--- src/rtl/count_monitor_pkg.sv ---
// Shared types and constants for the count monitor.
// Imported by count_wrap_detect and count_monitor.
package count_monitor_pkg;

  localparam int CM_WIDTH     = 8;
  localparam int CM_EVT_WIDTH = 8;

  localparam logic [CM_WIDTH-1:0] CNT_ONES = '1;
  localparam logic [CM_WIDTH-1:0] CNT_ZERO = '0;
  localparam logic [CM_EVT_WIDTH-1:0] EVT_ONES = '1;
  localparam logic [CM_EVT_WIDTH-1:0] EVT_ZERO = '0;

  typedef enum logic [1:0] {
    DISARMED = 2'd0,
    ARMED    = 2'd1,
    PENDING  = 2'd2
  } cm_state_e;

endpackage

--- src/rtl/count_wrap_detect.sv ---
// Tracks the previous count sample and flags overflow,
// underflow and compare match against the current count.
module count_wrap_detect
  import count_monitor_pkg::*;
#(
  parameter int WIDTH = CM_WIDTH
) (
  input  logic             clk,
  input  logic             reset_n,
  input  logic [WIDTH-1:0] count,
  input  logic             load,
  input  logic             up_down,
  input  logic [WIDTH-1:0] cmp_reg,
  output logic             ovf,
  output logic             unf,
  output logic             match
);

  localparam logic [WIDTH-1:0] ONES = '1;
  localparam logic [WIDTH-1:0] ZERO = '0;

  logic [WIDTH-1:0] prev;
  logic             prev_valid;
  logic             load_q;
  logic             ud_q;

  always_ff @(posedge clk or negedge reset_n) begin
    if (!reset_n) begin
      prev       <= ZERO;
      prev_valid <= 1'b0;
      load_q     <= 1'b0;
      ud_q       <= 1'b0;
    end else begin
      prev       <= count;
      prev_valid <= 1'b1;
      load_q     <= load;
      ud_q       <= up_down;
    end
  end

  // load_q/ud_q are the controls that produced the current count
  always_comb begin
    ovf = prev_valid & (prev == ONES) & (count == ZERO)
        & ~load_q & ~ud_q;
    unf = prev_valid & (prev == ZERO) & (count == ONES)
        & ~load_q & ud_q;
    match = (count == cmp_reg)
          & (~prev_valid | (count != prev));
  end

endmodule

--- src/rtl/count_monitor.sv ---
// Counter monitor: wrap/match pulses, wrap tally, irq FSM.
// Optional capture register: COUNT_MONITOR_CAPTURE_EN.
module count_monitor
  import count_monitor_pkg::*;
#(
  parameter int WIDTH     = CM_WIDTH,
  parameter int EVT_WIDTH = CM_EVT_WIDTH
) (
  input  logic                 clk,
  input  logic                 reset_n,
  input  logic [WIDTH-1:0]     count,
  input  logic                 load,
  input  logic                 up_down,
  input  logic                 cmp_wr,
  input  logic [WIDTH-1:0]     cmp_val,
  input  logic                 irq_en,
  input  logic                 one_shot,
  input  logic                 irq_ack,
  input  logic                 tally_clr,
  output logic                 match_p,
  output logic                 ovf_p,
  output logic                 unf_p,
  output logic [EVT_WIDTH-1:0] wrap_tally,
  output logic                 irq,
  output logic [WIDTH-1:0]     cap_value
);

  localparam logic [EVT_WIDTH-1:0] T_ONES = '1;

  logic [WIDTH-1:0] cmp_reg;
  logic             ovf_d;
  logic             unf_d;
  logic             match_d;
  logic             evt;
  cm_state_e        state_q;
  cm_state_e        state_d;

  count_wrap_detect #(
    .WIDTH (WIDTH)
  ) u_detect (
    .clk     (clk),
    .reset_n (reset_n),
    .count   (count),
    .load    (load),
    .up_down (up_down),
    .cmp_reg (cmp_reg),
    .ovf     (ovf_d),
    .unf     (unf_d),
    .match   (match_d)
  );

  assign evt = ovf_d | unf_d | match_d;

  always_ff @(posedge clk or negedge reset_n) begin
    if (!reset_n) begin
      cmp_reg <= '0;
      match_p <= 1'b0;
      ovf_p   <= 1'b0;
      unf_p   <= 1'b0;
    end else begin
      if (cmp_wr)
        cmp_reg <= cmp_val;
      match_p <= match_d;
      ovf_p   <= ovf_d;
      unf_p   <= unf_d;
    end
  end

  // clear beats a concurrent increment
  always_ff @(posedge clk or negedge reset_n) begin
    if (!reset_n)
      wrap_tally <= '0;
    else if (tally_clr)
      wrap_tally <= '0;
    else if ((ovf_d | unf_d) && wrap_tally != T_ONES)
      wrap_tally <= wrap_tally + 1'b1;
  end

  always_ff @(posedge clk or negedge reset_n) begin
    if (!reset_n)
      state_q <= DISARMED;
    else
      state_q <= state_d;
  end

  always_comb begin
    state_d = state_q;
    if (!irq_en) begin
      state_d = DISARMED;
    end else begin
      unique case (state_q)
        DISARMED: state_d = ARMED;
        ARMED:
          if (evt)
            state_d = PENDING;
        PENDING:
          if (irq_ack && !evt)
            state_d = one_shot ? DISARMED : ARMED;
        default: state_d = DISARMED;
      endcase
    end
  end

  always_comb begin
    irq = (state_q == PENDING);
  end

`ifdef COUNT_MONITOR_CAPTURE_EN
  always_ff @(posedge clk or negedge reset_n) begin
    if (!reset_n)
      cap_value <= '0;
    else if (state_q == ARMED && state_d == PENDING)
      cap_value <= count;
  end
`else
  assign cap_value = '0;
`endif

endmodule

--- config.mk ---
export PLATFORM = sky130hd
export DESIGN_NAME = count_monitor
export DESIGN_NICKNAME = d
export VERILOG_FILES = /design/src/rtl/count_monitor_pkg.sv /design/src/rtl/count_wrap_detect.sv /design/src/rtl/count_monitor.sv
export SDC_FILE = /design/constraint.sdc
export NUM_CORES = 1
export LEC_CHECK = 0
export ABC_CLOCK_PERIOD_IN_PS = 2200
export CAP_MARGIN = 10
export CORE_MARGIN = 2
export CORE_UTILIZATION = 48
export DETAILED_ROUTE_END_ITERATION = 7
export PLACE_DENSITY = 0.76
export SLEW_MARGIN = 10
export SYNTH_ARGS = -nofsm -noshare
export SYNTH_HDL_FRONTEND = slang
export SYNTH_SLANG_ARGS = --single-unit
--- constraint.sdc ---
create_clock -name clk -period 2.2 [get_ports clk]
set_input_delay 0.44 -clock clk [delete_from_list [all_inputs] [get_ports clk]]
set_output_delay 0.44 -clock clk [all_outputs]
set_load 0.02 [all_outputs]
# Word-level counts from Yosys, hierarchy flattened
# Index checks and enable logic that the tools add are counted.
# classes
n_eq_ne	9
reduce_logical	8
add_sub_neg	1
bitwise_logic	15
mux	7
# ops
op	n
$eq 8x8->1 const B	2
$logic_not 8->1	2
$mux 8	2
$and 1x1->1	9
$add 8x1->8 const B	1
$eq 8x8->1	1
$ne 8x8->1	1
$ne 8x8->1 const B	1
$mux 2	3
$pmux 2 s3	1
$ne 3x2->1 const B	1
$ne 3x3->1 const B	1
$not 1->1	3
$or 1x1->1	3
$eq 2x1->1 const B	1
$eq 2x2->1 const B	1
$logic_and 1x1->1	2
$logic_not 2->1	1
$reduce_and 2->1	1
$reduce_bool 2->1	1
$logic_not 1->1	1
$mux 1	1
# totals
out_inout_bits	20
regBits	32
elab_cells	50

# Logic depth before layout (Yosys ltp)
# logic_depth
word_depth	12
mapped_depth	7
depth_no_buf	5

# By module
# A second synthesis with hierarchy kept.
# hier_totals
hier_cells	138
area_unflattened_um2	1610.3
# modules_own_cells
module	cells_per_inst	area_per_inst_um2	instances
count_monitor	88	1044.8	1
count_wrap_detect	50	565.5	1

# Worst setup path after synthesis
# No wires, ideal clock.
# synth_timing
path_type	in2reg
start	input count[3]
end	register wrap_tally[5]
slack_ns	-0.069
setup_time_ns	0.125
cell_stages	6
required_time_ns	2.075
t_arrival_ns	2.144
path_buffers	1
cell_sequence	or4_1 nor4_1 o2bb2a_1 buf_6 nor4b_1 mux2_2
# synth_via
elab_chain_len	7
elab_cells_between_ends	11
classes_between	eq/ne (1); bitwise (7); reduce/logical (3)
# synth_lines
item	line	text
from (decl)	count_monitor.sv:11	input logic [WIDTH-1:0] count,
$eq 8x8->1 / $logic_not 8->1 (equally long branches)	count_wrap_detect.sv:45, count_wrap_detect.sv:43	
$and 1x1->1 (on tied branches)	count_wrap_detect.sv:45, count_wrap_detect.sv:43	
$and 1x1->1 (on tied branches) (2 in a row)	count_wrap_detect.sv:46, count_wrap_detect.sv:44	
$or 1x1->1 (*)	count_monitor.sv:75	else if ((ovf_d | unf_d) && wrap_tally != T_ONES)
$logic_and 1x1->1 (*)	count_monitor.sv:75	
$reduce_bool 2->1 (no line) (*)	--	
to (signal assigned)	count_monitor.sv:76	wrap_tally <= wrap_tally + 1'b1;
to (decl)	count_monitor.sv:23	output logic [EVT_WIDTH-1:0] wrap_tally,
# Mark *: on every way between the ends. The rest lies on a longest branch, timed or not.
# A chain may end at the register's enable or synchronous reset.

# Worst setup path after layout
# layout_timing
start	register u_detect.prev[7]
end	register wrap_tally[1]
# layout_via
elab_chain_len	8
elab_cells_between_ends	13
classes_between	eq/ne (1); bitwise (9); reduce/logical (3)
# layout_lines
item	line	text
from (decl)	count_wrap_detect.sv:22	logic [WIDTH-1:0] prev;
from (signal assigned)	count_wrap_detect.sv:34	prev <= count;
$logic_not 8->1	count_wrap_detect.sv:45	unf = prev_valid & (prev == ZERO) & (count == ONES)
$and 1x1->1 (2 in a row)	count_wrap_detect.sv:45	
$and 1x1->1 (2 in a row)	count_wrap_detect.sv:46	& ~load_q & ud_q;
net u_detect.unf	count_wrap_detect.sv:15	output logic unf,
$or 1x1->1	count_monitor.sv:75	
$logic_and 1x1->1	count_monitor.sv:75	
$reduce_bool 2->1 (no line)	--	
# The timed path passes the listed nets, and every way through them passes these cells.

==> out/results.md <==
| Stage | Metric | Value |
|:---|:---|:---|
| yosys | Warning count from the yosys run | 0 |
| timing | Max-slew violations | 0 |
| cts | Clock network latency to the later pin of the worst-skew pair | 0.33 ns |
| final layout | Area added between synthesis and finish | 35.3% |
| yosys | Commonest register cell after synthesis | sky130_fd_sc_hd__dfrtp_1 |
| critical path | Largest incremental delay on the critical path | 0.54 ns |
| pwr | Leakage component of the power | 0.000939 uW |
| timing | Clock period minus worst slack | 2.09 ns |
| critical path | Crit path cell chain | or4b_1, or4_4, nor4_4, o211ai_1, a21oi_1 |
| placed design | Global placement routability congestion | 0.985 |
| global routing | Global route overflow | 0 |
| timing | Portion of the clock cycle consumed by the worst path in the final layout | 94.9% |
| floorplan | Initial core utilization | 50.3% |
| min path | Hold crit path type | input pin to async pin |
| critical path | Worst Setup Path Type | flip-flop to flip-flop |
| yosys | Post-synthesis instance area | 1690 um2 |
| cts | Root buffer selected by CTS | sky130_fd_sc_hd__clkbuf_4 |
| floorplan | Area of the placeable core | 3360 um2 |
| cts | H-tree depth | 2 |
| timing | Final Hold Fails | 0 |
| final layout | Filler cells | 278 |
| cts | Clock sink count | 32 |
| detailed routing | Total vias in the final route | 1409 |
| global routing | Number of global-route vias before repair | 1460 |
| detailed routing | Average vias per placed instance | 5.48 |
| final layout | Final nets | 236 |
| outcome | Status | complete, no violations |
| placed design | Post-detailed-placement half-perimeter wirelength | 2860 um |
| critical path | Worst Path Arrival | 2.34 ns |
| placed design | Buffers on Ports | 36 |
| global routing | Overall global routing resource usage | 20.4% |
| yosys | Synth cell count leaders | sky130_fd_sc_hd__dfrtp_1 (32), sky130_fd_sc_hd__mux2_2 (9), sky130_fd_sc_hd__buf_4 (8), sky130_fd_sc_hd__xor2_1 (8) |
| cts | CTS tree | built |
| yosys | Cells taking the most area after synthesis | sky130_fd_sc_hd__dfrtp_1 (47%), sky130_fd_sc_hd__mux2_2 (6.0%), sky130_fd_sc_hd__xor2_1 (4.1%) |
| detailed routing | Average routed wire per standard cell | 14.6 um |
| timing | Final setup violation count | 0 |
| yosys | Gate Count Post-Synth | 156 |
| timing | RSZ-0062 raised after global routing | no |
| detailed routing | Starting DRC count in detailed routing | 71 |
| yosys | Biggest area consumer among synthesized cells | sky130_fd_sc_hd__dfrtp_1 |
| floorplan | Row count | 21 |
| timing | Highest attainable clock frequency | 479 MHz |
| pwr | Share of total power consumed by net switching | 25.9% |
| floorplan | Die boundary height | 63.4 um |
| final layout | Post-Route Utilization | 68.1% |
| final layout | Antenna diodes | 0 |
| pwr | Combinational power share | 14.9% |
| cts | Clock buffer depth | 2 |
| yosys | Distinct cell type count after synthesis | 45 |
| critical path | Buffers & Inverters on Critical Path | 0 |
| floorplan | Die width | 63.4 um |
| global routing | Number of antenna violations at the first check in global routing | 0 |
| final layout | Fraction of final layout cells with drive strength greater than 1 | 21.8% |
| cts | Clock Pin Slew Worst Setup and Hold Paths | 0.10 ns |
| critical path | Critical path required time | 2.46 ns |
| yosys | Most frequently used cell type in the post-synthesis netlist | sky130_fd_sc_hd__dfrtp_1 |
| pwr | Int Power | 861 uW |
| detailed routing | Total Routed Length | 3770 um |
| pwr | Max IR drop VDD | 0.342 mV |
| run | Max-cap check violation count | 0 |
| cts | Number of buffers inserted for hold repair after clock tree synthesis | 0 |
| critical path | Worst setup EP type | flip-flop |
| critical path | Critical path's slowest cell | sky130_fd_sc_hd__or4_4 |
| yosys | Number of enable-type register cells in the synthesized netlist | 0 |
| global routing | Global-route wire length before repair | 6350 um |
| pwr | Sw power | 301 uW |
| timing | WHS | 0.497 ns |
| pwr | Clock Power Share | 30.2% |
| critical path | Crit path launch type | flip-flop |
| floorplan | Area of the die | 4020 um2 |
| detailed routing | # DRC | 0 |
| yosys | Yosys reg bits | 32 |
| yosys | Share of flip-flops with an asynchronous set or reset after synthesis | 100% |
| detailed routing | DR pass1 iterations | 4 |
| yosys | Mean instance size in the synthesized netlist | 10.9 um2 |
| pwr | Portion of total power attributed to sequential cells | 54.9% |
| critical path | Top delay family on crit path | simple AND/OR/NAND/NOR gates |
| pwr | P per Cell Area | 507 nW/um2 |
| yosys | Share of the synthesized area in the top cell type | 47.3% |
| cts | Clock buffer count from CTS | 5 |
| global routing | Largest net degree at the start of global routing | 33 |
| floorplan | Count of pins on the block boundary | 45 |
| timing | Worst-case clock skew | 0.00517 ns |
| yosys | Sequential share of the synthesized area | 47.3% |
| detailed routing | Remaining antenna violation count after routing | 0 |
| critical path | Top fanout value on the critical path | 5 |
[repair_timing]
| action | 4_1_cts | 5_1_grt |
|---|---|---|
| buffers inserted | 0 | 0 |
| pin swaps | 6 | 1 |
| resized for setup | 9 | 3 |
| endpoints found under the setup margin | 8 | 7 |
[worst paths after layout]
kind | start | end | slack [ns] | depth (start not counted)
worst max-delay path | u_detect.prev[7] | wrap_tally[1] | 0.11 | 5
worst min-delay path | reset_n | wrap_tally[5] | 0.50 | 2
worst max register to register | u_detect.prev[7] | wrap_tally[1] | 0.11 | 5
worst min register to register | state_q[1] | state_q[0] | 0.53 | 2
max in group asynchronous | reset_n | u_detect.prev[7] | 1.39 | 2
min in group clk | count[5] | u_detect.prev[5] | 0.50 | 2
[cell families after synthesis]
family                     Yosys count  share of synthesized area [%]
and+or+nand+nor                     55                           21.7
DFF                                 32                           47.3
AOI/OAI and AO/OA                   22                           9.39
buffers and inverters               20                           6.73
xor gates and xnor gates            15                           7.76
muxes                                9                           5.99
other                                2                          0.444
adders and majority gates            1                          0.739
[power groups by stage]
stage | logic [uW] | registers, uW | clock network [uW]
after floorplan | 90.9 | 644 | 0
final | 174 | 638 | 350
after global placement | 169 | 647 | 0
after detailed placement | 174 | 649 | 0
after global routing | 189 | 642 | 382
after CTS | 174 | 637 | 362
[cells in the final DEF (no fill, tap or decap), types with 2 or more instances in the layout]
cell type / n
sky130_fd_sc_hd__nand2b_1: 3
sky130_fd_sc_hd__clkdlybuf4s50_1: 32
sky130_fd_sc_hd__o41ai_1: 3
sky130_fd_sc_hd__nor3_1: 2
sky130_fd_sc_hd__or4_4: 2
sky130_fd_sc_hd__nor4_1: 6
sky130_fd_sc_hd__xor2_1: 8
sky130_fd_sc_hd__or4_1: 2
sky130_fd_sc_hd__mux2_2: 9
sky130_fd_sc_hd__buf_4: 19
sky130_fd_sc_hd__clkinv_2: 2
sky130_fd_sc_hd__o21ai_0: 3
sky130_fd_sc_hd__nor4_4: 2
sky130_fd_sc_hd__nor2_1: 4
sky130_fd_sc_hd__nand4b_1: 2
sky130_fd_sc_hd__a21oi_1: 4
sky130_fd_sc_hd__nand4_1: 7
sky130_fd_sc_hd__dfrtp_1: 31
sky130_fd_sc_hd__o211ai_1: 4
sky130_fd_sc_hd__xnor2_1: 7
sky130_fd_sc_hd__nand3_1: 6
sky130_fd_sc_hd__and4_1: 3
sky130_fd_sc_hd__inv_1: 5
sky130_fd_sc_hd__or2_2: 2
sky130_fd_sc_hd__conb_1: 9
sky130_fd_sc_hd__clkbuf_4: 5
sky130_fd_sc_hd__dlygate4sd2_1: 4
sky130_fd_sc_hd__nand2_1: 3
[worst reg2reg max path, cell delays in order (launching register included)]
cell,delay [ns]
sky130_fd_sc_hd__dfrtp_2,0.45
sky130_fd_sc_hd__or4b_1,0.51
sky130_fd_sc_hd__or4_4,0.54
sky130_fd_sc_hd__nor4_4,0.25
sky130_fd_sc_hd__o211ai_1,0.11
sky130_fd_sc_hd__a21oi_1,0.15
[metrics by stage]
stage	instances	worst slack [ns]	power [uW]	setup TNS, ns	cell area (um2)
final	257	0.113	1160	0	2290
after global routing	257	0.0125	1210	0	2290
after CTS	257	0.0139	1170	0	2280
after detailed placement	249	-0.498	823	-3.86	2190
after global placement	249	-0.395	816	-3.19	2190
after floorplan	163	0.0415	735	0	1730
[cell type report]
cell class	instances	area (um2)	area share [%]
sequential	32	802	35.0
tap	46	57.6	2.51
clock inverter	2	10.0	0.437
timing repair buffer	55	498	21.7
inverter	5	18.8	0.820
clock buffer	6	51.3	2.24
multi-input combinational	111	852	37.2
[metal layers]
layer,GRT usage [%],up-vias,routed length [um]
met5,0,-,0
met3,4.64,12,171
met2,36.3,47,1970
li1,-,674,-
met4,10.3,0,102
met1,22.5,676,1520
No activity file was read; power rests on OpenSTA's default activity.
